--- config.mk ---
export PLATFORM = sky130hd
export DESIGN_NAME = act_cas_sched
export DESIGN_NICKNAME = d
export VERILOG_FILES = /design/src/rtl/act_cas_sched.sv
export SDC_FILE = /design/constraint.sdc
export NUM_CORES = 1
export LEC_CHECK = 0
export CORE_MARGIN = 1
export CORE_UTILIZATION = 40
export CTS_CLUSTER_DIAMETER = 50
export DETAILED_ROUTE_END_ITERATION = 6
export HOLD_SLACK_MARGIN = 0.03
export SKIP_LAST_GASP = 1
export SYNTH_ARGS = -nofsm -noshare
export SYNTH_HDL_FRONTEND = slang
export SYNTH_SLANG_ARGS = --single-unit
--- constraint.sdc ---
create_clock -name clock_t -period 9.9 [get_ports clock_t]
set_input_delay 1.98 -clock clock_t [delete_from_list [all_inputs] [get_ports clock_t]]
set_output_delay 1.98 -clock clock_t [all_outputs]
set_load 0.02 [all_outputs]
--- src/rtl/act_cas_sched.sv ---
// ACT/CAS command scheduler with a countdown FIFO feeding a data-phase burst engine.
// Define SCHED_STATS_EN to build the act/read/write statistics counters; otherwise they read as zero.
module act_cas_sched #(
    parameter int DEPTH = 4
) (
    input  logic        clock_t,
    input  logic        reset,
    input  logic        req_valid,
    input  logic [1:0]  req_rw,
    output logic        req_ready,
    input  logic [4:0]  cfg_trcd,
    input  logic [5:0]  cfg_rd_delay,
    input  logic [5:0]  cfg_wr_delay,
    input  logic [3:0]  cfg_bl,
    input  logic [3:0]  cfg_tccd,
    output logic        act_rdy,
    output logic        cas_rdy,
    output logic        rw_rdy,
    output logic [1:0]  rw_dir,
    output logic        late_err,
    output logic [15:0] act_cnt,
    output logic [15:0] rd_cnt,
    output logic [15:0] wr_cnt
);

    // state | meaning
    // IDLE  | waiting for a request; req_ready may be high
    // ACT   | act_rdy strobe; tRCD counter loaded
    // TRCD  | counting down ACT-to-CAS delay
    // CAS   | cas_rdy strobe; entry already pushed on the way in
    typedef enum logic [1:0] {IDLE, ACT, TRCD, CAS} state_t;

    localparam int AW = (DEPTH > 1) ? $clog2(DEPTH) : 1;

    state_t        state, state_nxt;
    logic [1:0]    cmd_rw;
    logic [4:0]    trcd_cnt;
    logic [4:0]    trcd_ld;
    logic [3:0]    tccd_cnt;
    logic [1:0]    ent_rw  [DEPTH];
    logic [5:0]    ent_cnt [DEPTH];
    logic [AW-1:0] rd_ptr, wr_ptr;
    logic [AW:0]   fifo_cnt;
    logic [2:0]    beat_cnt;
    logic [1:0]    cur_dir;
    logic          fifo_full, accept, rw_legal, push, pop, head_due;
    logic [5:0]    push_dly;
    logic [2:0]    bl_beats;

    assign fifo_full = (fifo_cnt == (AW+1)'(DEPTH));
    assign req_ready = !reset && (state == IDLE) && !fifo_full && (tccd_cnt == 4'd0);
    assign accept    = req_valid && req_ready;
    assign rw_legal  = (req_rw == 2'b01) || (req_rw == 2'b10);
    assign trcd_ld   = (cfg_trcd == 5'd0) ? 5'd0 : cfg_trcd - 5'd1;

    always_comb begin
        push_dly = 6'd0;
        if (cmd_rw == 2'b10)
            push_dly = (cfg_wr_delay == 6'd0) ? 6'd0 : cfg_wr_delay - 6'd1;
        else
            push_dly = (cfg_rd_delay == 6'd0) ? 6'd0 : cfg_rd_delay - 6'd1;
    end

    assign head_due = (fifo_cnt != '0) && (ent_cnt[rd_ptr] == 6'd0);
    // A due head may start on the last beat of the running burst, giving back-to-back phases.
    assign pop      = head_due && (beat_cnt <= 3'd1);
    assign bl_beats = (cfg_bl == 4'd4) ? 3'd2 : 3'd4;

    always_comb begin
        state_nxt = state;
        push      = 1'b0;
        case (state)
            IDLE: if (accept && rw_legal) state_nxt = ACT;
            ACT: begin
                if (trcd_ld == 5'd0) begin
                    state_nxt = CAS;
                    push      = 1'b1;
                end else begin
                    state_nxt = TRCD;
                end
            end
            TRCD: begin
                if (trcd_cnt <= 5'd1) begin
                    state_nxt = CAS;
                    push      = 1'b1;
                end
            end
            CAS:     state_nxt = IDLE;
            default: state_nxt = IDLE;
        endcase
    end

    always_ff @(posedge clock_t) begin
        if (reset) begin
            state    <= IDLE;
            cmd_rw   <= 2'b00;
            trcd_cnt <= 5'd0;
            tccd_cnt <= 4'd0;
        end else begin
            state <= state_nxt;
            if (accept && rw_legal) cmd_rw <= req_rw;
            if (state == ACT)
                trcd_cnt <= trcd_ld;
            else if (trcd_cnt != 5'd0)
                trcd_cnt <= trcd_cnt - 5'd1;
            if (push)
                tccd_cnt <= cfg_tccd;
            else if (tccd_cnt != 4'd0)
                tccd_cnt <= tccd_cnt - 4'd1;
        end
    end

    always_ff @(posedge clock_t) begin
        if (reset) begin
            rd_ptr   <= '0;
            wr_ptr   <= '0;
            fifo_cnt <= '0;
            for (int i = 0; i < DEPTH; i++) begin
                ent_rw[i]  <= 2'b00;
                ent_cnt[i] <= 6'd0;
            end
        end else begin
            for (int i = 0; i < DEPTH; i++)
                if (ent_cnt[i] != 6'd0) ent_cnt[i] <= ent_cnt[i] - 6'd1;
            if (push) begin
                ent_rw[wr_ptr]  <= cmd_rw;
                ent_cnt[wr_ptr] <= push_dly;
                wr_ptr          <= wr_ptr + 1'b1;
            end
            if (pop) rd_ptr <= rd_ptr + 1'b1;
            case ({push, pop})
                2'b10:   fifo_cnt <= fifo_cnt + 1'b1;
                2'b01:   fifo_cnt <= fifo_cnt - 1'b1;
                default: fifo_cnt <= fifo_cnt;
            endcase
        end
    end

    always_ff @(posedge clock_t) begin
        if (reset) begin
            beat_cnt <= 3'd0;
            cur_dir  <= 2'b00;
            late_err <= 1'b0;
        end else begin
            if (pop) begin
                beat_cnt <= bl_beats;
                cur_dir  <= ent_rw[rd_ptr];
            end else if (beat_cnt != 3'd0) begin
                beat_cnt <= beat_cnt - 3'd1;
            end
            if (head_due && (beat_cnt > 3'd1)) late_err <= 1'b1;
        end
    end

    assign act_rdy = (state == ACT);
    assign cas_rdy = (state == CAS);
    assign rw_rdy  = (beat_cnt != 3'd0);
    assign rw_dir  = rw_rdy ? cur_dir : 2'b00;

`ifdef SCHED_STATS_EN
    always_ff @(posedge clock_t) begin
        if (reset) begin
            act_cnt <= 16'd0;
            rd_cnt  <= 16'd0;
            wr_cnt  <= 16'd0;
        end else begin
            if (state == ACT) act_cnt <= act_cnt + 16'd1;
            if (pop && (ent_rw[rd_ptr] == 2'b01)) rd_cnt <= rd_cnt + 16'd1;
            if (pop && (ent_rw[rd_ptr] == 2'b10)) wr_cnt <= wr_cnt + 16'd1;
        end
    end
`else
    assign act_cnt = 16'd0;
    assign rd_cnt  = 16'd0;
    assign wr_cnt  = 16'd0;
`endif

endmodule

### Yosys cells after proc, flatten, opt, wreduce, memory -nomap -nowiden

Memory sizes are Yosys's and may differ from the RTL's. A register that Yosys moved wholly into a read port is not among the register bits.
Index checks and enable logic that the tools add are counted.

| cells by class | value |
|---|---|
| $add $sub $neg | 14 |
| $mul | 0 |
| div/mod/pow operators | 0 |
| magnitude comparators | 3 |
| equality and inequality tests | 12 |
| shift-type cells | 0 |
| multiplexer cells | 46 |
| bitwise operators | 4 |
| reductions and logical operators | 32 |

Operators with widths:

| kind | count |
|---|---|
| 6-bit 2-to-1 mux | 7 |
| 6-bit by 1-bit subtractor with 6-bit output (second input constant) | 6 |
| 6-bit nonzero test | 4 |
| 1-bit 2-to-1 mux | 21 |
| 6-bit zero test | 3 |
| 5-bit 2-to-1 mux | 3 |
| 2-bit 2-to-1 mux | 7 |
| 2-bit equality test (second input constant) | 5 |
| 5-bit zero test | 2 |
| 5-bit by 1-bit subtractor with 5-bit output (second input constant) | 2 |
| 3-bit 2-to-1 mux | 3 |
| 1-bit logical AND | 8 |
| 4-bit 2-to-1 mux | 2 |
| 2-bit one-hot mux with 4 select lines | 1 |
| 2-bit nonzero test | 4 |
| 2-bit by 1-bit equality test with 1-bit output (second input constant) | 3 |
| 3-bit one-hot mux with 2 select lines | 1 |
| 3-bit nonzero test | 2 |
| 3-bit by 1-bit subtractor with 3-bit output (second input constant) | 2 |
| 5-bit by 1-bit <= comparator with 1-bit output (second input constant) | 1 |
| 5-bit nonzero test | 1 |
| 2-bit by 1-bit adder with 2-bit output (second input constant) | 2 |
| 4-bit by 3-bit equality test with 1-bit output (second input constant) | 1 |
| 4-bit zero test | 1 |
| 15 further kinds | 19 |

| storage, ports and cells | value |
|---|---|
| bits in registers | 24 |
| latch bits | 0 |
| RAM bits | 32 |
| memory bits (read-only) | 0 |
| input port bits | 30 |
| memories kept | 2 |

Memories:

| memory | depth | width | rd ports | clocked after memory_dff | wr ports | RTL line | text |
|---|---|---|---|---|---|---|---|
| ent_cnt | 4 | 6 | 5 | 1 | 5 | 41 | `logic [5:0] ent_cnt [DEPTH];` |
| ent_rw | 4 | 2 | 1 | 1 | 4 | 40 | `logic [1:0] ent_rw [DEPTH];` |

### Logic depth before layout (Yosys ltp)

| logic depth | value |
|---|---|
| depth after elaboration | 10 |
| depth in mapped cells | 12 |
| gate-level depth less buffers | 11 |

### Worst setup path after synthesis

No wires, ideal clock.

| path | value |
|---|---|
| path type | input-to-reg |
| start point | input cfg_trcd[0] |
| end point | register fifo_cnt[2] |
| library setup time | 71 ps |
| arrival | 4455 ps |
| required time | 9829 ps |
| setup slack | 5374 ps |
| cell stages on the path | 12 |
| cells stage by stage | inv_1 ha_1 nor3b_1 a31oi_1 o41ai_4 buf_6 nand2_1 ha_1 fa_1 xnor2_1 or3_1 a21oi_1 |

| between the ends | value |
|---|---|
| word-level cells in the longest chain between the ends | 7 |
| elaborated cells on any way between the ends | 10 |

RTL lines:

| what | RTL line | text |
|---|---|---|
| start, declared | 11 | `input logic [4:0] cfg_trcd,` |
| 5-bit by 1-bit subtractor with 5-bit output / 5-bit zero test (equally long branches) | 54 | `assign trcd_ld = (cfg_trcd == 5'd0) ? 5'd0 : cfg_trcd - 5'd1;` |
| 5-bit 2-to-1 mux (*) | 54 |  |
| 5-bit zero test (*) | 75 | `if (trcd_ld == 5'd0) begin` |
| 1-bit 2-to-1 mux (*) | 75 |  |
| 1-bit one-hot mux with 2 select lines (*) | 72 | `case (state)` |
| 2-bit by 1-bit equality test with 1-bit output / 2-bit equality test (equally long branches) | 131 | `case ({push, pop})` |
| 3-bit one-hot mux with 2 select lines / 2-bit nonzero test (equally long branches) | - |  |
| end signal, assigned | 132 | `2'b10: fifo_cnt <= fifo_cnt + 1'b1;` |
| end signal, assigned | 133 | `2'b01: fifo_cnt <= fifo_cnt - 1'b1;` |
| end signal, assigned | 134 | `default: fifo_cnt <= fifo_cnt;` |
| end, declared | 43 | `logic [AW:0] fifo_cnt;` |

Every way passes the cells marked *; elsewhere a longest branch is shown, timed or not.
A chain may end at the register's enable or synchronous reset.

### Worst setup path after layout

| path | value |
|---|---|
| start point | input reset |
| end point | output req_ready |

| between the ends | value |
|---|---|
| word-level cells in the longest chain between the ends | 4 |

RTL lines:

| what | RTL line | text |
|---|---|---|
| start, declared | 7 | `input logic reset,` |
| 1-bit zero test | 51 | `assign req_ready = !reset && (state == IDLE) && !fifo_full && (tccd_cnt == 4'd0);` |
| 1-bit logical AND (3 in series) | 51 |  |
| end, declared | 10 | `output logic req_ready,` |

No other way between the ends.

==> results.py <==
metrics = {
    "status": {
        "status": "complete, no violations",
    },
    "clock_network": {
        "cts_buffers": 9,
        "path_clk_slew_ns": 0.07,
        "ctsResizeCount": 0,
        "h-tree-depth": 3,
        "cts_num_sinks": 60,
        "cts_tree": "built",
        "cts_setup_buffers": 0,
        "worstSkewPairLatency_ns": 0.33,
        "cts_hold_buf": 0,
        "clock_path_buffers": 2,
        "root_buffer": "clkbuf_8",
    },
    "sta": {
        "worst_slew_pin_slew_ns": 0.8558,
        "maxSlewViolCount": 0,
        "setup_viol": 0,
        "tns_ns": 0,
        "period_share_pct": 55.51,
        "max-slew-margin-rel_pct": 42.75,
        "skew_ns": 0.008691,
        "hold_violations": 0,
        "rsz0062_at_grt": "no",
        "fmax_ghz": 0.1820,
        "setup_ws_ns": 4.404,
        "finalCriticalPeriod_ns": 5.496,
    },
    "global_routing": {
        "track_usage_pct": 16.29,
        "first_global_vias": 3146,
        "grt_max_degree": 32,
        "grt_overflow": 0,
        "grt_pass1_wl_um": 14620,
        "grt_antenna_before_repair": 0,
    },
    "run": {
        "cap_violations": 0,
    },
    "setup_path": {
        "path_class": "primary input to output port",
        "reg2regPathDepth": 10,
        "reg2reg_from": "state[1]$_SDFFE_PP0P_",
        "r2r_slack_ns": 6.29,
        "worst_setup_path_start_kind": "primary input",
        "critical_path_arrival_ns": 3.52,
        "r2r-end": "fifo_cnt[2]$_SDFFE_PP0P_",
        "worstPathRequired_ns": 7.92,
        "cp_max_fo": 31,
        "worstSetupEndpointType": "output port",
    },
    "logic_synthesis": {
        "syn_avg_cell_area_um2": 9.110,
        "yosys_most_used_dff": "edfxtp_1",
        "synth-edff-count": 32,
        "synth_async_sr_flop_share_pct": 0,
        "synth.area.top_cells": "edfxtp_1, dfxtp_1, ha_1",
        "yosys.area.top_type_share_pct": 21.79,
        "synth_top_area_cell": "edfxtp_1",
        "synth.distinct_cells": 60,
        "ys_seq_area_share_pct": 34.51,
        "syn_area_um2": 4409,
        "yosysWarnings": 0,
        "syn_inst": 484,
        "synth-seq-cells": 60,
    },
    "route": {
        "first_pass_iters": 4,
        "dr_total_vias": 3347,
        "ant_nets": 0,
        "drt-initial-drc-count": 164,
        "route.detailed.drc": 0,
        "avgViaCountPerCell": 5.048,
        "drt-wirelength-per-cell_um": 13.33,
        "drt_wl_total_um": 8839,
    },
    "die": {
        "rows": 37,
        "start_util_pct": 41.96,
        "num_io_pins": 85,
        "coreArea_um2": 10510,
        "die_h_um": 107.0,
        "die_area_um2": 11450,
        "die_w_um": 107.0,
    },
    "placement": {
        "dpl_cell_area_um2": 4722,
        "port_buffers": 36,
        "pre_cts_slack_ns": 4.172,
        "dp.final_hpwl_um": 6701,
        "gp_congestion": 0.7652,
    },
    "min_path": {
        "hold_path.class": "flip-flop to flip-flop",
        "min_path_cells": 2,
        "min_from": "late_err$_SDFFE_PP0P_",
        "worstHoldEndpoint": "late_err$_SDFFE_PP0P_",
    },
    "pwr": {
        "ir_drop_uv": 108.2,
        "p_leak_nw": 2.057,
        "powerDensity_nw_per_um2": 220.5,
    },
    "cells_and_area": {
        "layout_commonest_cell": "nor2_1",
        "final_cell_mix": "nor2_1, conb_1, clkdlybuf4s50_1",
        "final_cell_area_um2": 4892,
        "diodes": 0,
        "syn_to_final_growth_pct": 10.95,
        "fin_nets": 583,
        "layout-drive-gt1-share_pct": 9.867,
        "nFillCells": 1013,
    },
}
## kinds of logic after synthesis
logic type               count (synthesis)  synth area share [%]
buffers and inverters                   88                 11.75
other                                    1               0.08505
flip-flops                              60                 34.51
XOR/XNOR                                22                 4.370
AND/OR/NAND/NOR                        172                 19.47
AO/OA/AOI/OAI                           76                 11.83
adder cells (fa/ha/maj)                 31                 8.967
multiplexers                            34                 9.024
## metal layers
metal	part of all wire (%)	wire (um)	global-route usage (%)
met1	47	4138	20.19
met4	1.5	132	5.871
met2	49	4334	28.85
met3	2.6	234	2.067
met5	0	0	0
## worst max-delay path: stages
cell,delay (ns)
clkdlybuf4s50_1,0.39
buf_4,0.24
a2111oi_4,0.24
clkdlybuf4s50_1,0.66
## cells in the mapped netlist, types with 13 or more instances
| library cell | count |
|---|---|
| nand2_1 | 35 |
| mux2_2 | 23 |
| o21ai_0 | 16 |
| nand3_1 | 13 |
| dfxtp_1 | 28 |
| nor3_1 | 23 |
| ha_1 | 30 |
| nor2_1 | 52 |
| edfxtp_1 | 32 |
| a21oi_1 | 26 |
| inv_1 | 30 |
| buf_4 | 48 |
## state kept, by name (all words and copies together) (netlist names), 3 cells and up, named ones only
| register | count |
|---|---|
| beat_cnt | 3 |
| ent_cnt | 24 |
| ent_rw | 8 |
| fifo_cnt | 3 |
| tccd_cnt | 4 |
| trcd_cnt | 5 |
## power breakdown
part	switching (mW)	total [mW]	leakage, nW	internal, mW
clock	0.0959	0.192	0.0928	0.0963
combinational	0.265	0.483	1.38	0.217
sequential	0.0564	0.404	0.585	0.348
## worst max path at each step
stage                start                        to  slack [ns]  cells past startpoint
3_3_place_gp   cfg_trcd[0]  fifo_cnt[2]$_SDFFE_PP0P_        4.32                     12
3_5_place_dp   cfg_trcd[0]  fifo_cnt[2]$_SDFFE_PP0P_        4.17                     12
6_report             reset                 req_ready        4.40                      4
2_1_floorplan  cfg_trcd[0]  fifo_cnt[2]$_SDFFE_PP0P_        5.37                     12
4_1_cts              reset                 req_ready        4.39                      4
5_1_grt        cfg_trcd[0]  fifo_cnt[2]$_SDFFE_PP0P_        4.30                     12
## cell type report
class                           instances  area (um2)  area share [%]
Inverter                               31       116.4           2.379
Multi-Input combinational cell        383        2546           52.05
Sequential cell                        60        1521           31.10
Tap cell                              136       170.2           3.478
Clock inverter                          5       28.78          0.5882
Clock buffer                           11       141.4           2.890
Timing Repair Buffer                   37       367.9           7.519
## through the flow
stage	hold WS, ns	instances	total power [mW]	utilization [%]
CTS	0.4539	663	1.089	46.55
global placement	0.4505	647	0.8791	44.93
finish	0.4500	663	1.079	46.55
detailed placement	0.4445	647	0.8918	44.93
global route	0.4794	663	1.172	46.55
floorplan	0.4392	531	0.7951	-
Note: power is estimated with default switching activity, not from simulation.
